$ cat src/rtl/wallace_prod_accumulator_if.sv
// Product-in / block-sum-out handshake bundle for wallace_prod_accumulator.
// The producer and result consumer share the master side.
interface wallace_prod_accumulator_if #(
  parameter int ACC_W = 12
);
  logic [7:0]       product;
  logic             prod_valid;
  logic             prod_ready;
  logic             clear;
  logic [ACC_W-1:0] acc_out;
  logic             acc_ovf;
  logic             acc_valid;
  logic             acc_ready;
  logic             busy;

  modport master (
    output product, prod_valid, clear, acc_ready,
    input  prod_ready, acc_out, acc_ovf, acc_valid, busy
  );

  modport slave (
    input  product, prod_valid, clear, acc_ready,
    output prod_ready, acc_out, acc_ovf, acc_valid, busy
  );
endinterface

$ cat src/rtl/wallace_prod_accumulator.sv
// Sums COUNT unsigned 8-bit products into a saturating ACC_W-bit block sum,
// then holds the result until downstream consumes it.
module wallace_prod_accumulator #(
  parameter int ACC_W = 12,
  parameter int COUNT = 4
) (
  input  logic                        clk,
  input  logic                        rst_n,
  wallace_prod_accumulator_if.slave   bus
);

  typedef enum logic [1:0] {S_IDLE, S_ACCUM, S_HOLD} state_t;

  localparam logic [7:0]       COUNT_C = COUNT[7:0];
  localparam logic [ACC_W-1:0] ACC_MAX = {ACC_W{1'b1}};

  state_t           r_state, w_state_nxt;
  logic [ACC_W-1:0] r_acc, w_acc_nxt;
  logic [7:0]       r_cnt, w_cnt_nxt;
  logic             r_ovf, w_ovf_nxt;
  logic             r_valid;

  logic             w_prod_xfer;
  logic [ACC_W:0]   w_sum;
  logic [7:0]       w_cnt_inc;

  // prod_ready is a pure state decode, so the transfer needs no path back to prod_valid
  assign w_prod_xfer = bus.prod_valid && (r_state != S_HOLD);
  assign w_sum       = {1'b0, r_acc} + {{(ACC_W-7){1'b0}}, bus.product};
  assign w_cnt_inc   = r_cnt + 8'd1;

  always_comb begin
    w_state_nxt = r_state;
    w_acc_nxt   = r_acc;
    w_cnt_nxt   = r_cnt;
    w_ovf_nxt   = r_ovf;
    if (bus.clear) begin
      w_state_nxt = S_IDLE;
      w_acc_nxt   = '0;
      w_cnt_nxt   = '0;
      w_ovf_nxt   = 1'b0;
    end else begin
      unique case (r_state)
        S_IDLE: begin
          if (w_prod_xfer) begin
            w_acc_nxt   = {{(ACC_W-8){1'b0}}, bus.product};
            w_cnt_nxt   = 8'd1;
            w_ovf_nxt   = 1'b0;
            w_state_nxt = (COUNT == 1) ? S_HOLD : S_ACCUM;
          end
        end
        S_ACCUM: begin
          if (w_prod_xfer) begin
            w_acc_nxt = w_sum[ACC_W] ? ACC_MAX : w_sum[ACC_W-1:0];
            w_ovf_nxt = r_ovf | w_sum[ACC_W];
            w_cnt_nxt = w_cnt_inc;
            if (w_cnt_inc == COUNT_C) w_state_nxt = S_HOLD;
          end
        end
        S_HOLD: begin
          if (bus.acc_ready) begin
            w_state_nxt = S_IDLE;
            w_acc_nxt   = '0;
            w_cnt_nxt   = '0;
            w_ovf_nxt   = 1'b0;
          end
        end
        default: begin
          w_state_nxt = S_IDLE;
          w_acc_nxt   = '0;
          w_cnt_nxt   = '0;
          w_ovf_nxt   = 1'b0;
        end
      endcase
    end
  end

  always_ff @(posedge clk or negedge rst_n) begin
    if (!rst_n) begin
      r_state <= S_IDLE;
      r_acc   <= '0;
      r_cnt   <= '0;
      r_ovf   <= 1'b0;
      r_valid <= 1'b0;
    end else begin
      r_state <= w_state_nxt;
      r_acc   <= w_acc_nxt;
      r_cnt   <= w_cnt_nxt;
      r_ovf   <= w_ovf_nxt;
      r_valid <= (w_state_nxt == S_HOLD);
    end
  end

  assign bus.prod_ready = (r_state != S_HOLD);
  assign bus.acc_out    = r_acc;
  assign bus.acc_ovf    = r_ovf;
  assign bus.acc_valid  = r_valid;
  assign bus.busy       = (r_state != S_IDLE);

endmodule

$ cat src/flat_wrapper.sv
// flat-port wrapper written by rule: the top's interface ports become plain ports
module wallace_prod_accumulator_flat 
#(
  parameter int ACC_W = 12,
  parameter int COUNT = 4
)
  (clk, rst_n, bus_product, bus_prod_valid, bus_clear, bus_acc_ready, bus_prod_ready, bus_acc_out, bus_acc_ovf, bus_acc_valid, bus_busy);
  wallace_prod_accumulator_if #(.ACC_W(ACC_W)) bus_i ();
  input  logic clk;
  input  logic rst_n;
  input wire logic [$bits(bus_i.product)-1:0] bus_product;
  input wire logic [$bits(bus_i.prod_valid)-1:0] bus_prod_valid;
  input wire logic [$bits(bus_i.clear)-1:0] bus_clear;
  input wire logic [$bits(bus_i.acc_ready)-1:0] bus_acc_ready;
  output wire logic [$bits(bus_i.prod_ready)-1:0] bus_prod_ready;
  output wire logic [$bits(bus_i.acc_out)-1:0] bus_acc_out;
  output wire logic [$bits(bus_i.acc_ovf)-1:0] bus_acc_ovf;
  output wire logic [$bits(bus_i.acc_valid)-1:0] bus_acc_valid;
  output wire logic [$bits(bus_i.busy)-1:0] bus_busy;
  assign bus_i.product = bus_product;
  assign bus_i.prod_valid = bus_prod_valid;
  assign bus_i.clear = bus_clear;
  assign bus_i.acc_ready = bus_acc_ready;
  assign bus_prod_ready = bus_i.prod_ready;
  assign bus_acc_out = bus_i.acc_out;
  assign bus_acc_ovf = bus_i.acc_ovf;
  assign bus_acc_valid = bus_i.acc_valid;
  assign bus_busy = bus_i.busy;
  wallace_prod_accumulator #(.ACC_W(ACC_W), .COUNT(COUNT)) u_core (.clk(clk), .rst_n(rst_n), .bus(bus_i));
endmodule
$ cat config.mk
export PLATFORM = sky130hd
export DESIGN_NAME = wallace_prod_accumulator_flat
export DESIGN_NICKNAME = d
export VERILOG_FILES = /design/src/rtl/wallace_prod_accumulator_if.sv /design/src/rtl/wallace_prod_accumulator.sv /design/src/flat_wrapper.sv
export SDC_FILE = /design/constraint.sdc
export NUM_CORES = 1
export LEC_CHECK = 0
export BUFFER_PORTS_ARGS = -buffer_cell sky130_fd_sc_hd__buf_2
export CAP_MARGIN = 15
export CORE_UTILIZATION = 55
export CTS_BUF_LIST = sky130_fd_sc_hd__clkbuf_4 sky130_fd_sc_hd__clkbuf_8
export DETAILED_ROUTE_END_ITERATION = 10
export PLACE_DENSITY = 0.79
export SLEW_MARGIN = 20
export SYNTH_ARGS = -nofsm -noshare
export SYNTH_HDL_FRONTEND = slang
export SYNTH_SLANG_ARGS = --single-unit
export TNS_END_PERCENT = 20
$ cat constraint.sdc
create_clock -name clk -period 2.95 [get_ports clk]
set_clock_uncertainty 0.05 [all_clocks]
set_input_delay 0.295 -clock clk [delete_from_list [all_inputs] [get_ports clk]]
set_output_delay 0.295 -clock clk [all_outputs]
set_load 0.005 [all_outputs]
# After elaboration in Yosys (flattened, before gate mapping)
# Index checks and enable logic that the tools add are counted.
[op_classes] add_sub_neg=2 n_bitwise=1 eq_ne=8 muxes=22 reduce_logical=4
[op_table] cell="$mux W12" count=5
[op_table] cell="$pmux W12 S3" count=1
[op_table] cell="$mux W8" count=4
[op_table] cell="$pmux W8 S3" count=1
[op_table] cell="$add A12 B8 Y13" count=1
[op_table] cell="$mux W2" count=5
[op_table] cell="$add A8 B1 Y8 const B" count=1
[op_table] cell="$eq A8 B3 Y1 const B" count=1
[op_table] cell="$ne A3 B2 Y1 const B" count=2
[op_table] cell="$pmux W2 S3" count=1
[op_table] cell="$eq A2 B2 Y1 const B" count=2
[op_table] cell="$mux W1" count=4
[op_table] cell="$ne A3 B3 Y1 const B" count=1
[op_table] cell="$pmux W1 S3" count=1
[op_table] cell="$reduce_and A3 Y1" count=1
[op_table] cell="$eq A2 B1 Y1 const B" count=1
[op_table] cell="$logic_not A2 Y1" count=1
[op_table] cell="$ne A2 B2 Y1 const B" count=1
[op_table] cell="$reduce_bool A2 Y1" count=1
[op_table] cell="$logic_and A1 B1 Y1" count=1
[op_table] cell="$or A1 B1 Y1" count=1
[word_totals] register_bits=24 elab_cells=42 inputBits=13

# Longest topological paths before layout
# Gate-level depths: netlist of the first run.
[logic_depth] word_depth=7 mapped_depth=7 depth_no_buf=7

# Worst setup path before layout of the first run
# OpenSTA, ideal clock, no wires.
[synth_path] path_kind="register to register" from="register u_core.r_acc[0] (netlist: u_core.bus.acc_out[0])" to="register u_core.r_acc[9] (netlist: u_core.bus.acc_out[9])" stages_incl_launch_ff=8 required_ps=2774 path_slack_ps=722 n_path_buf=0 synth_period_minus_slack_ps=2228 t_arrival_ps=2052 path_cell_list="dfrtp_1 ha_1 fa_1 a21o_1 a221oi_2 a21oi_2 a221oi_1 nand2_1"
[synth_via] elab_chain_len=5
[synth_lines] element="start, declared" line_no="wallace_prod_accumulator.sv:18" text="logic [ACC_W-1:0] r_acc, w_acc_nxt;"
[synth_lines] element="start signal, assigned" line_no="wallace_prod_accumulator.sv:87" text="r_acc <= w_acc_nxt;"
[synth_lines] element="$add A12 B8 Y13" line_no="wallace_prod_accumulator.sv:29" text="assign w_sum = {1'b0, r_acc} + {{(ACC_W-7){1'b0}}, bus.product};"
[synth_lines] element="$mux W12" line_no="wallace_prod_accumulator.sv:54" text="w_acc_nxt = w_sum[ACC_W] ? ACC_MAX : w_sum[ACC_W-1:0];"
[synth_lines] element="$mux W12" line_no="wallace_prod_accumulator.sv:53" text="if (w_prod_xfer) begin"
[synth_lines] element="$pmux W12 S3" line_no="wallace_prod_accumulator.sv:43" text="unique case (r_state)"
[synth_lines] element="$mux W12" line_no="wallace_prod_accumulator.sv:37" text="if (bus.clear) begin"
# No other way between the ends. The select of a mux whose other input is x is not followed.
# A chain may end at the register's enable or synchronous reset.

# Final worst setup path of the first run
# Ends and elaborated chain as after synthesis.

==> impl_metrics.tcl, run 1 <==
set metrics [dict create \
    drtPass1Iterations 4 \
    die-height_microns 55.9 \
    cts_resized 0 \
    syn2layout_area_growth_pct 13.1 \
    grt_max_degree 25 \
    initial_utilization 0.580 \
    synthesis.nets 204 \
    vias 1487 \
    r2r_setup_slack_ns 0.54 \
    path_buf_inv 0 \
    r2r_start "u_core.bus.acc_out[0]" \
    drtIter0Drc 59 \
    htreeDepth 1 \
    die_w_microns 55.9 \
    fin_util 0.656 \
    rsz0062_at_grt "false" \
    hp-class "input pin to register" \
    seq_area_sq_um 601 \
    io_pins 29 \
    vdd.ir_drop.worst_v 0.000284 \
    routedWlPerCell_microns 15.5 \
    async_reset_ff_frac 1.00 \
    yosys-top-cells-count "29 x nand2_1, 24 x dfrtp_1, 19 x o21ai_0" \
    postSynthCellCount 181 \
    drt_wl_total_mm 3.76 \
    drv_cap 0 \
    grt_first_pass_wirelength_mm 6.59 \
    drv_slew 0 \
    drc_errors 0 \
    cts_buffers 3 \
    cts_root_buf "clkbuf_4" \
    synth_area_leaders "dfrtp_1 38%, ha_1 7.0%, nand2_1 6.8%" \
    crit_type "register to register" \
    timing.rr.end "u_core.bus.acc_out[9]" \
    synth_top_area_frac 0.375 \
    slowest_delay_ns 0.43 \
    grt_use_total 0.264 \
    ff2ff_path_depth 7 \
    gr-total-overflow 0 \
    layout-drive-gt1-share 0.204 \
    cp-end-kind "register" \
    final_antenna_net_count 0 \
    cp.arrival_ns 2.57 \
    synth_area_sq_mm 0.00160 \
    dieArea_sq_mm 0.00313 \
    crit_chain "ha_1 -> fa_1 -> a21o_1 -> a221oi_2 -> a21oi_2 -> a221oi_1 -> nand2_1" \
    place_congestion 0.891 \
    insertion_delay_ns 0.31 \
    worstMarginPinSlew_ns 0.657 \
    hold_path_end "u_core.r_state[1]" \
    cp_top_family "compound AO/OA/AOI/OAI gates" \
    setup_violations 0 \
    clk_path_buf_depth 2 \
    io_buffers 28 \
    synth_most_common_cell "nand2_1" \
    worstHoldPathCells 2 \
    vias_per_cell 6.14 \
    dp_hpwl_mm 2.78 \
    synth_ff_type "dfrtp_1" \
    stdcell_count 242 \
    ys_warn_count 0 \
    finalCritPeriodShare 0.818 \
    critPathMaxFanout 10 \
    diodes 0 \
    avgSynthCellArea_sq_um 8.84 \
    core_area_sq_mm 0.00276 \
    synth_largest_area_cell "dfrtp_1" \
    synth_cell_types 43 \
    period_minus_slack_ns 2.41 \
    finalHoldViolCount 0 \
    path_clk_slew_ns 0.13 \
    slew_headroom 0.562 \
    critical_path_required_ns 3.11 \
    rows 19 \
    num-fill-cells 247 \
    fin_nets 235 \
    yosysSeqAreaShare 0.375 \
    multiInputGateArea_sq_um 961 \
    synth_edf_count 0 \
    cts_sinks 24 \
    powerDensity_mw_per_mm2 402 \
    fmax_ghz 0.414 \
    power_uw 727 \
    p_leak_nw 0.893 \
    ys_ff_latch 24 \
    critPathLaunchType "register" \
    antenna_found_initial 0 \
    status "finished, final reports clean" \
    tritoncts "yes" \
    grt_pass1_vias 1473 \
    hp-start "bus_clear" \
    dp_cells 237 \
    tns_ns 0 \
    cp_slowest_cell "fa_1" \
    crit_start "u_core.bus.acc_out[0]" \
]
[layout by cell type (no fill, tap or decap), types with 2 or more instances in the layout]
cell      count
o211ai_1      9
a221oi_1      2
or2_2         3
and3_1        9
a21oi_2       2
a211oi_1      2
nand4_1       2
buf_4         2
nand2_1      29
a21o_1        4
xnor2_1       3
clkbuf_4      3
ha_1          9
nand3_1       5
a21oi_1       6
or3_1         2
a31oi_1       3
buf_2        28
a41oi_1       2
inv_1         2
nor2_1       12
o21ai_1       2
dfrtp_1      24
o21ai_0      19
nand2b_1      2
nor3_1        3
xor2_1        3
[what timing repair did]
action / 4_1_cts / 5_1_grt
hold endpoints to repair: 24 / 0
hold buffers: 1 / 0
buffers inserted: 0 / 0
[flip-flops by register name (all words and copies together), names as in the netlist]
register              cells
u_core.r_cnt              8
u_core.bus.acc_valid      1
u_core.bus.acc_out       12
u_core.bus.acc_ovf        1
u_core.r_state            2
[per-stage QoR]
| stage | cell area [sq um] | hold slack, ns | setup slack [ns] |
|---|---|---|---|
| after floorplan | 1600 | -0.0506 | 0.722 |
| after global placement | 1760 | 0.259 | 0.642 |
| after detailed placement | 1760 | 0.259 | 0.553 |
| after CTS | 1810 | 0.164 | 0.534 |
| after global routing | 1810 | 0.187 | 0.370 |
| final | 1810 | 0.161 | 0.537 |
[worst max-delay path by stage]
stage | endpoint | depth (start not counted)
2_1_floorplan | u_core.bus.acc_out[9] | 7
3_3_place_gp | u_core.bus.acc_out[9] | 8
3_5_place_dp | u_core.bus.acc_out[9] | 7
4_1_cts | u_core.bus.acc_out[9] | 7
5_1_grt | u_core.bus.acc_out[9] | 7
6_report | u_core.bus.acc_out[9] | 7
[report_power, final]
part	leakage (nW)	internal, mW	switching [mW]	total, mW
Sequential	0.324	0.344	0.0159	0.360
Clock	0.0210	0.0754	0.0978	0.173
Combinational	0.548	0.0829	0.110	0.193
Total	0.893	0.502	0.224	0.727
[kinds of logic after synthesis]
logic type,share of synthesized area
flops,0.375
fa+ha+maj,0.0829
compound gates,0.245
xor+xnor,0.0328
mux,0.0133
simple gates,0.227
buf+inv,0.0242
[routing by layer]
layer  vias up  wire [microns]  global-route usage
met5         -               0                   0
met4         0              92               0.115
met3        12             125              0.0349
met2        38            1820               0.439
met1       705            1720               0.346
li1        732               -                   -
[final cells by class]
cell class | instances | share of cell area
repair buffers | 31 | 0.0913
multi-input cells | 150 | 0.531
clock buffers | 4 | 0.0201
well taps | 31 | 0.0214
flip-flops and latches | 24 | 0.332
inverters | 2 | 0.00415
Note: power is estimated with default switching activity, not from simulation.
==> run 2, diff against run 1 <==
- CORE_UTILIZATION: 55 -> 52
- PLACE_DENSITY: 0.79 -> 0.78
- clock period: 2.95 -> 1.95 ns (I/O delays scaled with it)
==> run 2 against run 1 <==
Utilization is 6.2 points higher. Sequential share of layout area is 3.6 points lower. Register-to-register slack worse by 0.76 ns. Final cell count increased by 9.1%. Clock-buffer cell count unchanged. Global-route usage up 0.11 points. Clock power is 60% higher. Wire length grew 11%. Setup slack got worse by 0.76 ns. Largest power group unchanged. Sequential power up 50%. Via count rose by 9.8%. Non-clock buffer count rose by 22. Highest routed layer unchanged. The flow now finishes with violations (negative setup slack).
==> impl_metrics.tcl, run 2 (same netlist as run 1, synthesis figures left out) <==
set metrics [dict create \
    worstHoldPathCells 2 \
    worst_slack_ns -0.225 \
    io_pins 29 \
    dp_slack_ns -0.242 \
    clk_path_buf_depth 2 \
    dieArea_sq_mm 0.00330 \
    antenna_found_initial 0 \
    vias_per_cell 6.19 \
    cts_buffers 3 \
    grt_first_pass_wirelength_mm 6.76 \
    io_buffers 28 \
    crit_type "register to register" \
    cts_sinks 24 \
    status "finished with violations" \
    intPower_uw 820 \
    cp-end-kind "register" \
    hp-class "input pin to register" \
    diodes 0 \
    die_w_microns 57.5 \
    worstMarginPinSlew_ns 0.548 \
    dp_hpwl_mm 2.89 \
    tritoncts "yes" \
    insertion_delay_ns 0.33 \
    final_antenna_net_count 0 \
    routedWlPerCell_microns 15.8 \
    drc_errors 0 \
    ff2ff_path_depth 7 \
    final_cell_mix "28 x nand2_1, 28 x buf_2, 24 x buf_4, 24 x dfrtp_1, 17 x o21ai_0" \
    swShare 0.320 \
    fin_nets 257 \
    p_seq_frac 0.448 \
    place_congestion 0.887 \
    violations "negative setup slack" \
    p_clk_frac 0.229 \
    p_leak_nw 1.01 \
    htreeDepth 1 \
    initial_utilization 0.566 \
    drv_slew 0 \
    fmax_ghz 0.460 \
    grt_max_degree 25 \
    power_mw 1.21 \
    num-fill-cells 216 \
    grt_pass1_vias 1613 \
    period_minus_slack_ns 2.18 \
    gr-total-overflow 0 \
    drtIter0Drc 50 \
    setup_violations 13 \
    grt_use_total 0.265 \
    core_area_sq_mm 0.00283 \
    largest_register_ffs 12 \
    powerDensity_mw_per_mm2 594 \
    syn2layout_area_growth_pct 26.9 \
    cp.arrival_ns 2.36 \
    finalCritPeriodShare 1.12 \
    critical_path_required_ns 2.13 \
    rows 19 \
    critPathMaxFanout 9 \
    cts_root_buf "clkbuf_4" \
    layout-drive-gt1-share 0.318 \
    drt_wl_total_mm 4.18 \
    switching_power_uw 386 \
    path_clk_slew_ns 0.15 \
    comb_power_share 0.323 \
    finalHoldViolCount 0 \
    rsz0062_at_grt "true" \
    die-height_microns 57.5 \
    drtPass1Iterations 5 \
    drv_cap 0 \
    critPathLaunchType "register" \
    vias 1633 \
    slew_headroom 0.635 \
    vdd.ir_drop.worst_v 0.000552 \
]
[run 2: changes by cell type in the layout (fill, tap and decap cells not counted), sizes merged]
cell and change:
buf +22
[run 2: worst max-delay path, stage by stage, from the launching register on]
cell and delay (ns):
dfrtp_1 0.41, ha_2 0.19, fa_2 0.35, a21o_1 0.20
a221oi_4 0.34, a21oi_4 0.16, a221oi_2 0.28, nand2_1 0.08
[run 2: layout make-up]
class                      instances  area, sq um  area share
clock buffer                       4         36.3      0.0179
inverter                           2         7.51     0.00370
multi-input combinational        150         1020       0.501
sequential                        24          601       0.296
tap                               31         38.8      0.0191
timing repair buffer              53          330       0.163
[run 2: worst paths after layout]
path / slack (ns) / to / startpoint
max: -0.23 / u_core.bus.acc_out[9] / u_core.bus.acc_out[0]
max in group asynchronous: 1.17 / u_core.bus.acc_out[6] / rst_n
min reg2reg: 0.45 / u_core.r_cnt[7] / u_core.r_cnt[7]
min in group asynchronous: 0.31 / u_core.bus.acc_out[0] / rst_n
max reg2reg: -0.23 / u_core.bus.acc_out[9] / u_core.bus.acc_out[0]
min: 0.05 / u_core.bus.acc_valid / bus_clear
[run 2: timing repair]
action,CTS,global route
gates resized for setup,6,5
pin swaps,1,1
buffers inserted,0,1
endpoints found under the hold margin,24,0
endpoints found under the setup margin,13,13
hold buffers,1,0
[run 2: per-layer routing]
metal	wire length [microns]	vias up	GRT usage
met3	236	6	0.0590
li1	-	776	-
met4	59	0	0.111
met2	2180	55	0.472
met1	1710	796	0.303
met5	0	-	0
[run 2: stage by stage]
step           TNS, ns  utilization  hold slack (ns)  cell area [sq um]  cells
4_1_cts          -1.63        0.707           0.0443               2000    263
3_5_place_dp     -1.76        0.681            0.171               1930    258
3_3_place_gp     -1.19        0.681            0.160               1930    258
5_1_grt          -3.40        0.718           0.0469               2030    264
6_report         -2.12        0.718           0.0471               2030    264
2_1_floorplan   -0.712            -           -0.151               1610    181
[run 2: power groups by stage]
stage	combinational, mW	sequential (mW)	clock, mW
after floorplan	0.197	0.550	0
after global placement	0.340	0.547	0
after detailed placement	0.349	0.549	0
after CTS	0.367	0.540	0.281
after global routing	0.425	0.543	0.301
final	0.390	0.540	0.276
==> run 3, diff against run 2 <==
- CORE_UTILIZATION: 52 -> 35
- PLACE_DENSITY: 0.78 -> not set
==> run 3 against run 2 <==
The run still ends with negative setup slack left. Cell area rose by 7.8%. Sequential power about the same. Die area grew 47%. Largest power group unchanged. Sequential share of layout area shrank 2.1 points. Global-route usage decreased by 8.6 points. Critical path depth increased by 1. Final cell count rose by 12%. Combinational power increased by 7.7%. Setup slack better by 0.060 ns. Largest cell class unchanged. Wire length rose by 1.9%. Clock power increased by 63%. Hold slack better by 0.064 ns.
==> impl_metrics.tcl, run 3 (same netlist as run 1, synthesis figures left out) <==
set metrics [dict create \
    powerDensity_mw_per_mm2 644 \
    dp_cells 285 \
    tritoncts "yes" \
    final_antenna_net_count 0 \
    hp-start "bus_clear" \
    cts_sinks 24 \
    ff2ff_path_depth 8 \
    worst_slack_ns -0.165 \
    path_clk_slew_ns 0.09 \
    clk_path_buf_depth 2 \
    syn2layout_area_growth_pct 36.7 \
    cts_root_buf "clkbuf_8" \
    cp.arrival_ns 2.23 \
    grt_use_total 0.179 \
    largest_register_ffs 12 \
    setup_violations 12 \
    antenna_found_initial 0 \
    grt_max_degree 25 \
    critPathLaunchType "register" \
    io_pins 29 \
    drv_slew 0 \
    routedWlPerCell_microns 14.4 \
    whs_ns 0.111 \
    drtIter0Drc 89 \
    critPathMaxFanout 5 \
    r2r_start "u_core.bus.acc_out[0]" \
    place_congestion 0.838 \
    timing.rr.end "u_core.bus.acc_out[9]" \
    drv_cap 0 \
    gr-total-overflow 0 \
    period_minus_slack_ns 2.12 \
    fin_util 0.499 \
    die_w_microns 69.6 \
    finalCritPeriodShare 1.08 \
    cts_buffers 3 \
    insertion_delay_ns 0.27 \
    rows 24 \
    io_buffers 28 \
    diodes 0 \
    hp-class "input pin to register" \
    status "finished with violations" \
    worstMarginPinSlew_ns 0.573 \
    placed_cell_area_sq_mm 0.00200 \
    crit_type "register to register" \
    vias_per_cell 5.43 \
    critical_path_required_ns 2.06 \
    violations "negative setup slack" \
    drt_wl_total_mm 4.26 \
    vias 1601 \
    stdcell_count 295 \
    layout-drive-gt1-share 0.354 \
    p_leak_nw 1.07 \
    rsz0062_at_grt "true" \
    slew_headroom 0.618 \
    final_cell_mix "32 x buf_4, 28 x buf_2, 27 x nand2_1" \
    die-height_microns 69.6 \
    fin_nets 267 \
    worstHoldPathCells 2 \
    fmax_ghz 0.473 \
    crit_start "u_core.bus.acc_out[0]" \
    initial_utilization 0.365 \
    layout_commonest_cell "buf_4" \
    cp-end-kind "register" \
    num-fill-cells 423 \
    grt_first_pass_wirelength_mm 7.01 \
    dieArea_sq_mm 0.00485 \
    dp_hpwl_mm 2.90 \
    design_area_sq_mm 0.00219 \
    drtPass1Iterations 4 \
    grt_pass1_vias 1461 \
    multiInputGateArea_sq_mm 0.00104 \
    hold_path_end "u_core.bus.acc_valid" \
    core_area_sq_mm 0.00438 \
    seq_area_sq_um 602 \
    drc_errors 0 \
    r2r_setup_slack_ns -0.17 \
    tns_ns -1.35 \
    htreeDepth 1 \
    finalHoldViolCount 0 \
    vdd.ir_drop.worst_v 0.000530 \
]
[run 3: cell types whose count changed in the layout (fill, tap and decap cells not counted), moves of 2 or more]
cell | before | now
a41oi_1 | 2 | 0
a41oi_2 | 0 | 2
buf_4 | 24 | 32
clkbuf_4 | 3 | 0
clkbuf_8 | 1 | 3
[run 3: final cells by class]
type	instances	share of cell area
Clock buffer	3	0.0189
Clock inverter	1	0.0137
Inverter	2	0.00343
Multi-Input combinational cell	151	0.476
Sequential cell	24	0.275
Tap cell	52	0.0297
Timing Repair Buffer	62	0.184
[run 3: worst max-delay path, cell delays in order (launching register included)]
cell and delay [ns]:
dfrtp_1 0.39, ha_2 0.19, fa_2 0.35, a21o_1 0.20, a221oi_4 0.24, buf_6 0.16
a21oi_4 0.08, a221oi_2 0.28, nand2_1 0.07
[run 3: worst max path at each step]
stage,endpoint,slack (ns),cells past startpoint
2_1_floorplan,u_core.bus.acc_out[9],-0.15,7
3_3_place_gp,u_core.bus.acc_out[9],-0.16,7
3_5_place_dp,u_core.bus.acc_out[9],-0.16,7
4_1_cts,u_core.bus.acc_out[9],-0.15,7
5_1_grt,u_core.bus.acc_out[3],-0.28,8
6_report,u_core.bus.acc_out[9],-0.17,8
[run 3: routing by layer]
| layer | vias up | GRT usage | routed length, microns |
|---|---|---|---|
| met1 | 760 | 0.259 | 2080 |
| met5 | - | 0 | 0 |
| met3 | 8 | 0.0349 | 138 |
| met4 | 0 | 0.0400 | 76 |
| li1 | 799 | - | - |
| met2 | 34 | 0.277 | 1960 |
[run 3: timing repair]
| item | 4_1_cts | 5_1_grt |
|---|---|---|
| pin swaps | 3 | 5 |
| resized for setup | 5 | 11 |
| cloned | 0 | 1 |
| hold buffers | 1 | 0 |
| hold endpoints to repair | 24 | 0 |
| setup buffers | 1 | 3 |
| setup endpoints to repair | 13 | 13 |
[run 3: stage by stage]
stage               worst slack [ns]  power (mW)
floorplan                     -0.147       0.748
global placement              -0.161       0.915
detailed placement            -0.163       0.916
CTS                           -0.145        1.39
global route                  -0.281        1.49
finish                        -0.165        1.41
[run 3: power breakdown]
| part | internal, mW | switching, mW |
|---|---|---|
| Combinational | 0.206 | 0.214 |
| Sequential | 0.521 | 0.0185 |
| Clock | 0.275 | 0.174 |
